### src/rtl/fetch_unit.sv
// Instruction-fetch stage with IF/ID pipeline register, a one-word hold buffer
// for stalled ID, branch/jump redirect and a retired-instruction counter.
module fetch_unit #(
  parameter int unsigned          WORD_SIZE = 16,
  parameter logic [WORD_SIZE-1:0] RESET_PC  = '0,
  parameter logic [WORD_SIZE-1:0] NOP_INST  = 16'hB000
) (
  input  logic                 clk,
  input  logic                 reset,
  input  logic                 pc_write,
  input  logic                 ir_write,
  input  logic                 flush_if,
  input  logic                 incr_num_inst,
  input  logic                 redirect_valid,
  input  logic [WORD_SIZE-1:0] redirect_pc,
  output logic                 i_readM,
  output logic [WORD_SIZE-1:0] i_address,
  input  logic [WORD_SIZE-1:0] i_data,
  input  logic                 i_ready,
  output logic [WORD_SIZE-1:0] ir_id,
  output logic [WORD_SIZE-1:0] pc_id,
  output logic                 valid_id,
  output logic                 fetch_busy,
  output logic [WORD_SIZE-1:0] num_inst
);

  typedef enum logic [0:0] {StFetch, StHold} state_e;

  localparam logic [WORD_SIZE-1:0] One = {{(WORD_SIZE-1){1'b0}}, 1'b1};

  state_e               r_state, w_state_d;
  logic [WORD_SIZE-1:0] r_pc, w_pc_d;
  logic [WORD_SIZE-1:0] r_hold, w_hold_d;
  logic [WORD_SIZE-1:0] r_ir, w_ir_d;
  logic [WORD_SIZE-1:0] r_pc_id, w_pc_id_d;
  logic                 r_valid, w_valid_d;
  logic [WORD_SIZE-1:0] r_num_inst;
  logic [WORD_SIZE-1:0] w_pc_inc;

  // Wraps modulo 2^WORD_SIZE; the carry is dropped.
  assign w_pc_inc = r_pc + One;

  // Next-state for PC, hold buffer and IF/ID register, in edge priority order.
  always_comb begin
    w_state_d = r_state;
    w_pc_d    = r_pc;
    w_hold_d  = r_hold;
    w_ir_d    = r_ir;
    w_pc_id_d = r_pc_id;
    w_valid_d = r_valid;

    if (redirect_valid) begin
      // Returned or buffered word belongs to the wrong path: drop it.
      w_pc_d    = redirect_pc;
      w_state_d = StFetch;
      if (flush_if || ir_write) begin
        w_ir_d    = NOP_INST;
        w_valid_d = 1'b0;
      end
    end else if (flush_if) begin
      w_ir_d    = NOP_INST;
      w_valid_d = 1'b0;
      w_state_d = StFetch;
      if (pc_write) begin
        w_pc_d = w_pc_inc;
      end
    end else begin
      unique case (r_state)
        StFetch: begin
          if (i_ready) begin
            if (ir_write) begin
              w_ir_d    = i_data;
              w_pc_id_d = w_pc_inc;
              w_valid_d = 1'b1;
              if (pc_write) begin
                w_pc_d = w_pc_inc;
              end
            end else begin
              // ID stalled: park the word, defer the PC increment until consumed.
              w_hold_d  = i_data;
              w_state_d = StHold;
            end
          end else if (ir_write) begin
            w_ir_d    = NOP_INST;
            w_valid_d = 1'b0;
          end
        end
        StHold: begin
          if (ir_write) begin
            w_ir_d    = r_hold;
            w_pc_id_d = w_pc_inc;
            w_valid_d = 1'b1;
            w_state_d = StFetch;
            if (pc_write) begin
              w_pc_d = w_pc_inc;
            end
          end
        end
        default: begin
          w_state_d = StFetch;
        end
      endcase
    end
  end

  // Fetch state, PC, hold buffer and IF/ID register.
  always_ff @(posedge clk) begin
    if (reset) begin
      r_state <= StFetch;
      r_pc    <= RESET_PC;
      r_hold  <= '0;
      r_ir    <= NOP_INST;
      r_pc_id <= '0;
      r_valid <= 1'b0;
    end else begin
      r_state <= w_state_d;
      r_pc    <= w_pc_d;
      r_hold  <= w_hold_d;
      r_ir    <= w_ir_d;
      r_pc_id <= w_pc_id_d;
      r_valid <= w_valid_d;
    end
  end

  // Retired-instruction counter, wraps at 2^WORD_SIZE.
  always_ff @(posedge clk) begin
    if (reset) begin
      r_num_inst <= '0;
    end else if (incr_num_inst) begin
      r_num_inst <= r_num_inst + One;
    end
  end

  // Memory request decoded from state and PC; fetch_busy additionally marks an
  // outstanding request that memory has not completed this cycle.
  always_comb begin
    i_readM    = (r_state == StFetch);
    i_address  = r_pc;
    fetch_busy = (r_state == StFetch) && !i_ready;
  end

  assign ir_id    = r_ir;
  assign pc_id    = r_pc_id;
  assign valid_id = r_valid;
  assign num_inst = r_num_inst;

endmodule
### config.mk
export PLATFORM = sky130hd
export DESIGN_NAME = fetch_unit
export DESIGN_NICKNAME = d
export VERILOG_FILES = /design/src/rtl/fetch_unit.sv
export SDC_FILE = /design/constraint.sdc
export NUM_CORES = 1
export LEC_CHECK = 0
export CORE_MARGIN = 1
export CORE_UTILIZATION = 40
export DETAILED_ROUTE_END_ITERATION = 7
export GPL_TIMING_DRIVEN = 0
export PLACE_DENSITY_LB_ADDON = 0.3
export SLEW_MARGIN = 20
export SYNTH_ARGS = -nofsm -noshare
export SYNTH_HDL_FRONTEND = slang
export SYNTH_SLANG_ARGS = --single-unit
export TNS_END_PERCENT = 20
### constraint.sdc
create_clock -name clk -period 2.6 [get_ports clk]
set_input_delay 0.78 -clock clk [delete_from_list [all_inputs] [get_ports clk]]
set_output_delay 0.78 -clock clk [all_outputs]
set_load 0.03 [all_outputs]
==> impl_results.md <==
* Mapped Cells at 436
* Die area at roughly 9700 µm²
* CP endpoint kind: register
* # diodes at 0
* Clock slew at reported path FFs at 90 ps
* Hold Vio Cnt, Final at 0
* Final worst-path setup slack at ~59 ps
* DRT antenna net count at 0
* Total vias in the final route at 3582
* Clock Power Share at approximately a third
* WL/cell at 15.1 µm
* Crit start category: primary input
* Synth top area share at 44.1%
* Net Count, Synth at ~480
* Clock tree buffer depth at 2
* Nets@finish at 594
* Post-Syn Area at 3720 µm²
* Final cell count without fillers at around 670
* Vert. Die Dim at 98.4 µm
* CTS Buf Count at 9
* Int Pwr at 1850 µW
* Root buf cell: clkbuf_8
* Fraction of layout cells with a size suffix above 1 at ~6.1%
* GRT overflow at 0
* 1st-pass router iterations at 8
* Final instance area at slightly above 5000 µm²
* Worst Setup Path Type: in2reg
* FMAX at 394 MHz
* H-tree depth at 3
* Fin Clk Skew at 13.8 ps
* Syn. warnings at 0
* VDD IR max at 0.264 mV
* IO Pins at 107
* Status: complete, but fails checks
* Slew @ Worst Pin at around 580 ps
* WL final at 10000 µm
* Setup violations, final at 0
* Post-DP Area at 4880 µm²
* Hold_buf cts at 0
* CTS tree: built
* Worst EP arrival at 2780 ps
* FF-to-FF path depth at 5
* Critical path destination: i_address[14]$_SDFFE_PP0P_
* # fillers at 864
* Power density cells at 516 nW/µm²
* Area Growth Syn to Fin at 36.9%
* Min cycle time layout at 2540 ps
* Placed insts at 647
* Period utilization at 97.7%
* R2r endpoint: i_address[14]$_SDFFE_PP0P_
* Global-route wire length before repair at 16700 µm
* Sequential share of the synthesized area at between 40 and 50%
* Sequential share of power at 51.1%
* Top_reg_cell synth: dfxtp_1
* Global Route Usage Sum at a little over a fifth
* Worst Path Required at 2840 ps
* Switching pwr at 771 µW
* Final max-slew violation count at 0
* Crit path from: ir_write
* Comb pwr share at 15.0%
* Vias in the first global route at ~3400
* Pre-CTS WS at -430 ps
* Initial Util at 42.0%
* Pin count of the biggest net entering global routing at 16
* Ys async rst share at 0%
* DRC at 4
* DR vias/cell at between 5 and 6
* RR Startpoint: i_address[0]$_SDFFE_PP0P_
* RePlAce Congestion at 0.830
* Site row count at 34
* DR iter-0 viols at between 90 and 100
* Hold crit path type: reg2reg
* Die span in x at 98.4 µm
* Normalized max-slew margin at 61.4%
* Switching part of the total at between 20% and 30%
* Core region area at 8850 µm²
* TNS Setup at 0 ps
* Syn_area_per_cell at approximately 8.5 µm²
* Post-synth EDFFs at 0
* Initial antenna violation count at 0
* Max FO, Critical Path at 8
* Hold Path Origin: valid_id$_SDFFE_PP0P_
* Max Cap Viol at 0
* Violated checks: design-rule violations
* Reg2Reg Setup Slack at around 430 ps
* Synth Register Bits at 82
* Clk_lat worst skew at 350 ps
* RSZ-0062 raised after global routing: false
* Leakage at ~0.0018 µW
* Hpwl dp at 7310 µm
* Largest cells by area after synthesis: dfxtp_1 (44%), nor2_1 (8.2%), xnor2_1 (6.8%)
* Port bufs at 103
* CTS Sinks at just over 80
* Area leader, netlist: dfxtp_1
* Post-synth cell types at 41
per-stage QoR:
stage	util, %	total power, µW	hold WS (ps)
6_report	57.6	2630	482
5_1_grt	57.6	2730	517
4_1_cts	57.4	2640	490
3_5_place_dp	55.2	1760	464
3_3_place_gp	55.2	1760	456
2_1_floorplan	-	1580	455
worst min-delay path by stage:
stage | to | slack [ps] | depth (start not counted)
2_1_floorplan | r_hold[13]$_SDFFE_PP0P_ | 450 | 2
3_3_place_gp | valid_id$_SDFFE_PP0P_ | 460 | 1
3_5_place_dp | valid_id$_SDFFE_PP0P_ | 460 | 1
4_1_cts | valid_id$_SDFFE_PP0P_ | 490 | 1
5_1_grt | valid_id$_SDFFE_PP0P_ | 520 | 1
6_report | valid_id$_SDFFE_PP0P_ | 480 | 1
layout by cell type (no fill, tap or decap), types with 2 or more instances in the layout:
cell type / instances
nor3b_1: 3
xor2_1: 6
buf_2: 6
and2_1: 2
a221oi_1: 3
nor2b_1: 2
clkbuf_8: 10
buf_4: 2
nand2b_1: 2
o21a_1: 2
nor3_1: 8
o21ai_0: 23
clkinvlp_4: 3
inv_6: 3
nand3_1: 6
a2111oi_2: 2
inv_1: 13
a21boi_0: 2
clkbuf_1: 20
dfxtp_1: 82
or3_1: 4
mux2i_1: 19
o311a_1: 2
nor4_1: 9
nand2_1: 39
a311oi_1: 4
xnor2_1: 29
a211oi_1: 25
ha_1: 2
nand4_1: 10
nor2_1: 81
a21oi_1: 3
a22oi_1: 13
clkdlybuf4s50_1: 102
sequential cells by signal, indices dropped and copies added (netlist names):
| name | cells |
|---|---|
| r_hold | 16 |
| pc_id | 16 |
| i_address | 16 |
| ir_id | 16 |
| valid_id | 1 |
| num_inst | 16 |
| r_state | 1 |
synthesized netlist by cell type, types with 9 or more instances:
library cell	number
a211oi_1	25
nor2_1	81
a22oi_1	13
nor4_1	9
clkbuf_1	20
mux2i_1	19
dfxtp_1	82
inv_1	13
xnor2_1	29
o21ai_0	23
nand2_1	40
nand4_1	10
power groups by stage:
stage	registers, µW	logic (µW)	clock network (µW)
finish	1340	394	890
global route	1350	426	956
global placement	1370	387	0
detailed placement	1370	393	0
CTS	1340	394	905
floorplan	1430	151	0
critical path, cell delays in order:
cell and delay [ps]:
clkdlybuf4s50_1 580, o211ai_2 280, a211o_1 420, or4_1 420, a311oi_1 290
logic make-up (layout without fill, tap and decap cells):
| family | Yosys count | count (layout) | synth area share, % |
|---|---|---|---|
| multiplexers | 19 | 19 | 5.11 |
| XOR/XNOR | 35 | 35 | 8.24 |
| buffers and inverters | 41 | 162 | 4.37 |
| adder cells (fa/ha/maj) | 2 | 2 | 0.673 |
| flip-flops | 82 | 82 | 44.1 |
| AO/OA/AOI/OAI | 84 | 84 | 16.3 |
| AND/OR/NAND/NOR | 173 | 173 | 21.1 |
layer usage:
layer / vias to the layer above / wire [µm] / track usage, %
met1: 1690 / 4480 / 28.6
met3: 13 / 540 / 4.18
met5: - / 0 / 0
li1: 1756 / - / -
met4: 0 / 119 / 7.58
met2: 123 / 4910 / 34.9
layout make-up:
type / instances / area, µm² / share of cell area (%)
multi-input combinational: 313 / 1920 / 37.7
clock buffer: 10 / 138 / 2.70
buffer: 28 / 114 / 2.24
sequential: 82 / 1640 / 32.2
clock inverter: 6 / 48.8 / 0.958
timing repair buffer: 105 / 1040 / 20.5
tap: 108 / 135 / 2.65
inverter: 13 / 48.8 / 0.958
repair_timing:
action                     CTS  global route
gates resized for setup      2             1
setup endpoints to repair    4            11
buffers inserted             0             2
pin swaps                    0             1
Power figures use the tool's default switching activity.
